**config.mk**
```make
export PLATFORM = sky130hd
export DESIGN_NAME = adaptive_cruise_control
export DESIGN_NICKNAME = d
export VERILOG_FILES = /design/src/rtl/acc_pkg.sv /design/src/rtl/acc_speed_step.sv /design/src/rtl/adaptive_cruise_control.sv
export SDC_FILE = /design/constraint.sdc
export NUM_CORES = 1
export LEC_CHECK = 0
export ABC_AREA = 1
export CAP_MARGIN = 20
export CELL_PAD_IN_SITES_DETAIL_PLACEMENT = 1
export CELL_PAD_IN_SITES_GLOBAL_PLACEMENT = 2
export CORE_MARGIN = 1
export CORE_UTILIZATION = 32
export DETAILED_ROUTE_END_ITERATION = 16
export GPL_ROUTABILITY_DRIVEN = 0
export PLACE_DENSITY_LB_ADDON = 0.15
export SYNTH_ARGS = -nofsm -noshare
export SYNTH_HDL_FRONTEND = slang
export SYNTH_SLANG_ARGS = --single-unit
```
**constraint.sdc**
```tcl
create_clock -name clock -period 5.2 [get_ports clock]
set_input_delay 0.52 -clock clock [delete_from_list [all_inputs] [get_ports clock]]
set_output_delay 0.52 -clock clock [all_outputs]
set_load 0.005 [all_outputs]
```
**src/rtl/acc_pkg.sv**
```systemverilog
// Shared types and default constants for the adaptive cruise controller.
package acc_pkg;

  typedef enum logic [2:0] {
    ST_IDLE   = 3'd0,
    ST_MANUAL = 3'd1,
    ST_CRUISE = 3'd2,
    ST_FOLLOW = 3'd3,
    ST_BRAKE  = 3'd4
  } acc_state_t;

  localparam int DEF_SPEED_W       = 8;
  localparam int DEF_MIN_SET_SPEED = 45;
  localparam int DEF_MAX_SPEED     = 200;
  localparam int DEF_ACCEL_STEP    = 1;
  localparam int DEF_DRAG_STEP     = 1;
  localparam int DEF_BRAKE_STEP    = 2;

endpackage

```
**src/rtl/acc_speed_step.sv**
```systemverilog
// Combinational step of a value toward a target: up by up_step or down by
// down_step, clamped so the result never passes the target.
module acc_speed_step #(
  parameter int W = 8
) (
  input  logic [W-1:0] cur,
  input  logic [W-1:0] target,
  input  logic [W-1:0] up_step,
  input  logic [W-1:0] down_step,
  output logic [W-1:0] nxt
);

  // One extra bit keeps the sum and the floor comparison free of wrap-around.
  logic [W:0] up_sum;
  logic [W:0] down_floor;

  assign up_sum     = {1'b0, cur} + {1'b0, up_step};
  assign down_floor = {1'b0, target} + {1'b0, down_step};

  always_comb begin
    nxt = cur;
    if (cur < target) begin
      nxt = (up_sum >= {1'b0, target}) ? target : up_sum[W-1:0];
    end else if (cur > target) begin
      nxt = ({1'b0, cur} >= down_floor) ? (cur - down_step) : target;
    end
  end

endmodule

```
**src/rtl/adaptive_cruise_control.sv**
```systemverilog
// Adaptive cruise controller: driver-mode FSM with a vehicle speed model,
// a stored set-point and lead-vehicle following.
module adaptive_cruise_control
  import acc_pkg::*;
#(
  parameter int SPEED_W       = DEF_SPEED_W,
  parameter int MIN_SET_SPEED = DEF_MIN_SET_SPEED,
  parameter int MAX_SPEED     = DEF_MAX_SPEED,
  parameter int ACCEL_STEP    = DEF_ACCEL_STEP,
  parameter int DRAG_STEP     = DEF_DRAG_STEP,
  parameter int BRAKE_STEP    = DEF_BRAKE_STEP
) (
  input  logic               clock,
  input  logic               reset,
  input  logic               throttle,
  input  logic               set,
  input  logic               accel,
  input  logic               coast,
  input  logic               cancel,
  input  logic               resume,
  input  logic               brake,
  input  logic               lead_valid,
  input  logic [SPEED_W-1:0] lead_speed,
  output logic [SPEED_W-1:0] speed,
  output logic [SPEED_W-1:0] cruise_speed,
  output logic               cruise_status,
  output logic [2:0]         state
);

  localparam longint RANGE = longint'(1) << SPEED_W;

  generate
    if (!(MIN_SET_SPEED >= 0 && MIN_SET_SPEED <= MAX_SPEED && MAX_SPEED < RANGE &&
          ACCEL_STEP >= 1 && DRAG_STEP >= 1 && BRAKE_STEP >= 1 &&
          ACCEL_STEP < RANGE && DRAG_STEP < RANGE && BRAKE_STEP < RANGE)) begin : g_param_check
      $error("adaptive_cruise_control: illegal speed/step parameters");
    end
  endgenerate

  localparam logic [SPEED_W-1:0] MAX_V   = SPEED_W'(MAX_SPEED);
  localparam logic [SPEED_W-1:0] MIN_V   = SPEED_W'(MIN_SET_SPEED);
  localparam logic [SPEED_W-1:0] ACCEL_V = SPEED_W'(ACCEL_STEP);
  localparam logic [SPEED_W-1:0] DRAG_V  = SPEED_W'(DRAG_STEP);
  localparam logic [SPEED_W-1:0] BRAKE_V = SPEED_W'(BRAKE_STEP);

  acc_state_t         state_reg, state_next;
  logic [SPEED_W-1:0] speed_reg, speed_next;
  logic [SPEED_W-1:0] cruise_speed_reg, cruise_speed_next;
  logic               cs_valid_reg, cs_valid_next;
  logic               cruise_status_reg;

  logic [SPEED_W-1:0] spd_target, spd_down;
  logic [SPEED_W-1:0] cs_target, cs_stepped;
  logic               cs_load, cs_adjust, lead_closer;

  assign lead_closer = lead_valid && (lead_speed < cruise_speed_reg);

  always_comb begin
    state_next    = state_reg;
    spd_target    = speed_reg;
    spd_down      = DRAG_V;
    cs_load       = 1'b0;
    cs_valid_next = cs_valid_reg;
    case (state_reg)
      ST_IDLE: begin
        state_next = ST_MANUAL;
      end
      ST_MANUAL: begin
        spd_target = throttle ? MAX_V : '0;
        if (brake) begin
          state_next = ST_BRAKE;
        end else if (set && speed_reg >= MIN_V) begin
          state_next    = ST_CRUISE;
          cs_load       = 1'b1;
          cs_valid_next = 1'b1;
        end else if (resume && cs_valid_reg) begin
          state_next = ST_CRUISE;
        end
      end
      ST_CRUISE: begin
        spd_target = throttle ? MAX_V : cruise_speed_reg;
        if (brake)            state_next = ST_BRAKE;
        else if (cancel)      state_next = ST_MANUAL;
        else if (lead_closer) state_next = ST_FOLLOW;
      end
      ST_FOLLOW: begin
        // An invalid lead reading is ignored, so the target falls back to the set-point.
        spd_target = throttle ? MAX_V : (lead_closer ? lead_speed : cruise_speed_reg);
        if (brake)             state_next = ST_BRAKE;
        else if (cancel)       state_next = ST_MANUAL;
        else if (!lead_closer) state_next = ST_CRUISE;
      end
      ST_BRAKE: begin
        spd_target = '0;
        spd_down   = BRAKE_V;
        if (!brake) state_next = ST_MANUAL;
      end
      default: begin
        state_next = ST_IDLE;
      end
    endcase
  end

  acc_speed_step #(.W(SPEED_W)) u_speed_step (
    .cur       (speed_reg),
    .target    (spd_target),
    .up_step   (ACCEL_V),
    .down_step (spd_down),
    .nxt       (speed_next)
  );

  // Set-point adjustment reuses the stepper with the saturation bound as target.
  assign cs_target = accel ? MAX_V : MIN_V;
  assign cs_adjust = (state_reg == ST_CRUISE || state_reg == ST_FOLLOW) && (accel ^ coast);

  acc_speed_step #(.W(SPEED_W)) u_cs_step (
    .cur       (cruise_speed_reg),
    .target    (cs_target),
    .up_step   (ACCEL_V),
    .down_step (ACCEL_V),
    .nxt       (cs_stepped)
  );

  always_comb begin
    cruise_speed_next = cruise_speed_reg;
    if (cs_load)        cruise_speed_next = speed_reg;
    else if (cs_adjust) cruise_speed_next = cs_stepped;
  end

  always_ff @(posedge clock or negedge reset) begin
    if (!reset) begin
      state_reg         <= ST_IDLE;
      speed_reg         <= '0;
      cruise_speed_reg  <= '0;
      cs_valid_reg      <= 1'b0;
      cruise_status_reg <= 1'b0;
    end else begin
      state_reg         <= state_next;
      speed_reg         <= speed_next;
      cruise_speed_reg  <= cruise_speed_next;
      cs_valid_reg      <= cs_valid_next;
      cruise_status_reg <= (state_next == ST_CRUISE) || (state_next == ST_FOLLOW);
    end
  end

  assign speed         = speed_reg;
  assign cruise_speed  = cruise_speed_reg;
  assign cruise_status = cruise_status_reg;
  assign state         = state_reg;

endmodule

```
After elaboration in Yosys (flattened, before gate mapping)

Index checks and enable logic that the tools add are counted.

Add/sub/neg operators: 6
Multiply operators: 0
Div/mod/pow operators: 0
Magnitude comparators: 10
Equal/unequal tests: 6
Shift operators: 0
Multiplexer cells: 31
Bitwise gates (word level): 2
Reductions and logical operators: 12

Operators with widths:

| cell                                                | count |
|---|---|
| two-way mux 8 bit                                   | 15 |
| one-hot mux 8 bit (4 select lines)                  | 1 |
| two-way mux 3 bit                                   | 10 |
| adder 8 x 1 -> 9 bit, second input constant         | 3 |
| < comparator 8 bit                                  | 3 |
| >= comparator 8 x 9 -> 1 bit                        | 2 |
| >= comparator 9 x 8 -> 1 bit                        | 2 |
| greater-than comparator 8 bit                       | 2 |
| one-hot mux 3 bit (5 select lines)                  | 1 |
| equality test 3 x 2 -> 1 bit, second input constant | 4 |
| adder 8 x 2 -> 9 bit                                | 1 |
| >= comparator 8 x 6 -> 1 bit, second input constant | 1 |
| subtractor 8 x 1 -> 8 bit, second input constant    | 1 |
| subtractor 8 x 2 -> 8 bit                           | 1 |
| logical AND 1 bit                                   | 4 |
| nonzero test 2 bit                                  | 2 |
| equality test 3 x 1 -> 1 bit, second input constant | 1 |
| equality test 3 bit, second input constant          | 1 |
| zero test 3 bit                                     | 1 |
| two-way mux 1 bit                                   | 3 |
| AND reduction 3 bit                                 | 1 |
| nonzero test 3 bit                                  | 1 |
| logical OR 1 bit                                    | 2 |
| two-way mux 2 bit                                   | 1 |
| 3 further kinds                                     | 3 |

Flip-flop bits (word level): 21
Latch bits: 0
Bits in writable memories: 0
ROM bits: 0
Input bits: 18
Word-level logic and storage cells: 72
Memories: 0

Longest topological paths before layout

Depth after elaboration: 10
Mapped depth: 32
Depth with buffers taken out: 29

By module

A second synthesis with hierarchy kept.

Cells, all modules: 817
Area, all modules: 5392.7 µm²

By module, submodules not included:

| module                         | instances | cells each | area an instance (µm²) | seq. area each (µm²) |
|---|---|---|---|---|
| acc_speed_step at u_cs_step    | 1         | 311        | 2005.7                 | 0.0 |
| acc_speed_step at u_speed_step | 1         | 310        | 1969.4                 | 0.0 |
| adaptive_cruise_control        | 1         | 196        | 1417.6                 | 525.5 |

Least setup slack after synthesis

OpenSTA, ideal clock, no wires.

Kind: reg2reg
Start: register cruise_speed_reg[3], in the netlist cruise_speed[3]
End: register speed_reg[7], in the netlist speed[7]
Library setup time: 118 ps
Data arrival time: 4177 ps
Path slack: 905 ps
Cell stages (with the launch flop): 29
Buffers on the path: 2
Clock period less this slack: 4295 ps
Cells stage by stage: dfrtp_1 -> clkinv_1 -> ha_1 -> a21oi_1 -> nand2_2 -> nand2_4 -> nand2_4 -> buf_6 -> a21oi_1 -> o21ai_1 -> a22oi_1 -> ha_1 -> fa_1 -> nand3_2 -> nor2_4 -> xor2_1 -> ha_1 -> a21oi_1 -> o221ai_1 -> nand2_1 -> nand2_1 -> a211o_1 -> buf_1 -> nor2_1 -> nor2_1 -> nand2_1 -> nand2_1 -> nand2_1 -> nand2_1

Longest elaborated chain between the ends: 10
Elaborated cells on any way between the ends: 16

RTL lines:

| what                                   | RTL line                       | source |
|---|---|---|
| from (decl)                            | adaptive_cruise_control.sv:48  | `logic [SPEED_W-1:0] cruise_speed_reg, cruise_speed_next;` |
| from (signal assigned)                 | adaptive_cruise_control.sv:140 | `cruise_speed_reg <= cruise_speed_next;` |
| < comparator 8 bit                     | adaptive_cruise_control.sv:56  | `assign lead_closer = lead_valid && (lead_speed < cruise_speed_reg);` |
| logical AND 1 bit                      | adaptive_cruise_control.sv:56  |  |
| two-way mux 8 bit (2 in series)        | adaptive_cruise_control.sv:88  | `spd_target = throttle ? MAX_V : (lead_closer ? lead_speed : cruise_speed_reg);` |
| one-hot mux 8 bit (4 select lines) (*) | adaptive_cruise_control.sv:64  | `case (state_reg)` |
| adder 8 x 2 -> 9 bit                   | acc_speed_step.sv:18           | `assign down_floor = {1'b0, target} + {1'b0, down_step};` |
| >= comparator 8 x 9 -> 1 bit           | acc_speed_step.sv:25           | `nxt = ({1'b0, cur} >= down_floor) ? (cur - down_step) : target;` |
| two-way mux 8 bit                      | acc_speed_step.sv:25           |  |
| two-way mux 8 bit                      | acc_speed_step.sv:24           | `end else if (cur > target) begin` |
| two-way mux 8 bit                      | acc_speed_step.sv:22           | `if (cur < target) begin` |
| to (signal assigned)                   | adaptive_cruise_control.sv:139 | `speed_reg <= speed_next;` |
| to (decl)                              | adaptive_cruise_control.sv:47  | `logic [SPEED_W-1:0] speed_reg, speed_next;` |

Mark *: on every way between the ends. The rest lies on a longest branch, timed or not. The select of a mux whose other input is x is not followed.
A chain may end at the register's enable or synchronous reset.

Final worst setup path

Start: register cruise_speed_reg[7], in the netlist cruise_speed[7]
End: register speed_reg[7], in the netlist speed[7]

The elaborated chain is that of the path after synthesis.

==> metrics <==
Max-cap violations 0; Pre-Repair DR Iteration Count 4; yosys warns 0; Post-layout nets roughly 640; Detail Route Antenna Nets 0; Area growth syn-to-layout 17.9%; GR Overflow Total 0; Syn Inst Count around 530; Yosys reg bits 21; first-pass GRT wire length 20.3 mm; Total GRT Usage 22.8%; initial antenna violation count 0; multiplexer share of the synthesized area 0%; post-synthesis cell type count 52; Port Buffers 37; via count 3723; starting density of the core about a third; clk root buf clkbuf_8; family with the most delay on the worst path simple AND/OR/NAND/NOR gates; synthesized cell area 3520 um^2; Clock Latency Late Sink 0.28 ns; Setup-failing EPs final 0; r2r setup slk 0.55 ns; Worst Setup End Kind register; met2 wire len 5.09 mm; top routing layer used met4; fraction of registers with async set/reset 100%; DP Wirelength 10.1 mm; Synth area leader ha_1; largest cells by area after synthesis ha_1, dfrtp_1, nand2_1; RR Startpoint cruise_speed[7]; Synth Area in Adders 19.6%; pin slew with the least headroom to its limit 0.641 ns; vias per std cell about 5.3; H-tree Lvls 1; Synth Area in Simple Gates 31.8%; Post-synth top flop dfrtp_1; wire length on met3 approximately 620 um; largest family of logic cells by synthesized area simple AND/OR/NAND/NOR gates; cell with the most instances after synthesis nand2_1; crit share post-route 89.4%; FP Rows 37; Crit. Startpoint cruise_speed[7]; DRC violations left 0; RSZ-0062 raised after global routing no; number of synthesized flops with an enable pin 0; CP Class reg2reg; DRT iter0 DRCs 175; clock buffer count from CTS 3; clock skew roughly 0.011 ns; share of post-route cells with drive strength above 1 9.63%; Die Width 107 um; Die ar. around 11000 um^2; CP Max Fanout 11; syn_area_per_cell 6.69 um^2; die height 107 um; syn nets 599; Routed wire per std cell 17.2 um; worst hold path class reg2reg; slowest cell on the critical path dfrtp_1; Ports 38; wire length on met1 6.41 mm; PostCTS Resize Cnt 0; Pins Over Slew Limit 0; # hold bufs at CTS 0; register area share after synthesis 14.9%; cell mode on critical path nand2_1; Hold Crit Start cs_valid_reg; Post-Route Setup TNS 0 ns; WP buf/inv 1; final hold vios 0; share of the synthesized area in the top cell type about 18%; Ant. Diodes 0; core footprint 10500 um^2; CP peak stage delay around 0.51 ns; vias in the first global route 3716; nature of the critical path startpoint register; Fmax achieved between 0.2 and 0.25 GHz; WHS 0.488 ns; final WL 12.2 mm; clock slew at reported path FFs 0.10 ns; minimum clock period roughly 4.6 ns; # clock sinks 21; Post-Synth XOR/XNOR Area 5.96%; status finished, final reports clean; Post-synth top cells nand2_1, inv_1, ha_1, a21oi_1, nand3_1; Synth Area in Compound Gates around 18%; clock buffer depth 2; CTS tree done; setup bufs post-CTS 0; Slew headroom 56.9%; pin count of the biggest net entering global routing 22; FILL cells 1379; Critical Path AT between 4 and 5 ns; Crit path required time 5.37 ns
-- routing by layer --
layer | vias up | track usage (%)
met5 | - | 0
met4 | 0 | 2.94
met3 | 6 | 2.49
met2 | 67 | 33.9
met1 | 1788 | 35.7
li1 | 1862 | -
-- area by class of cell --
cell class                      instances  area, um^2  area share [%]
Multi-Input combinational cell        419        2650            63.8
Inverter                               78         293            7.05
Timing Repair Buffer                   49         468            11.3
Tap cell                              136         170            4.10
Clock inverter                          1        7.51           0.181
Sequential cell                        21         526            12.6
Clock buffer                            3        41.3           0.994
-- placed cells by master, fill, tap and decap left out, drive strengths merged, types with 6 or more instances in the layout --
cell           synthesis  routed
nand4                  6       6
inv                   75      75
nor2                  36      36
buf                    7      12
ha                    52      52
nand2                128     128
xor2                  23      23
o211ai                 7       7
nand3                 46      46
clkdlybuf4s50          0      37
nor3                  10      10
o21ai                 33      33
dfrtp                 21      21
a21oi                 45      45
-- worst paths after layout --
path	endpoint	cells past startpoint
min	cs_valid_reg	1
max reg2reg	speed[7]	27
min reg2reg	cs_valid_reg	1
max	speed[7]	27
max in group asynchronous	speed[4]	2
min in group asynchronous	cruise_speed[4]	1
-- cells by family (layout without fill, tap and decap cells) --
logic type	after synthesis	count (layout)
adder cells (fa/ha/maj)	54	54
flip-flops	21	21
AO/OA/AOI/OAI	107	107
XOR/XNOR	24	24
buffers and inverters	87	131
AND/OR/NAND/NOR	234	234
-- stage by stage --
step | cells | cell area (um^2) | setup WS (ns) | utilization (%)
2_1_floorplan | 527 | 3520 | 0.905 | -
3_3_place_gp | 702 | 4090 | 0.491 | 38.9
3_5_place_dp | 702 | 4090 | 0.319 | 38.9
4_1_cts | 706 | 4140 | 0.583 | 39.4
5_1_grt | 707 | 4160 | 0.133 | 39.5
6_report | 707 | 4160 | 0.550 | 39.5
Power is left out: the tool's default activity adds up to more than one toggle a clock period on the data nets, which glitch-free logic cannot reach.
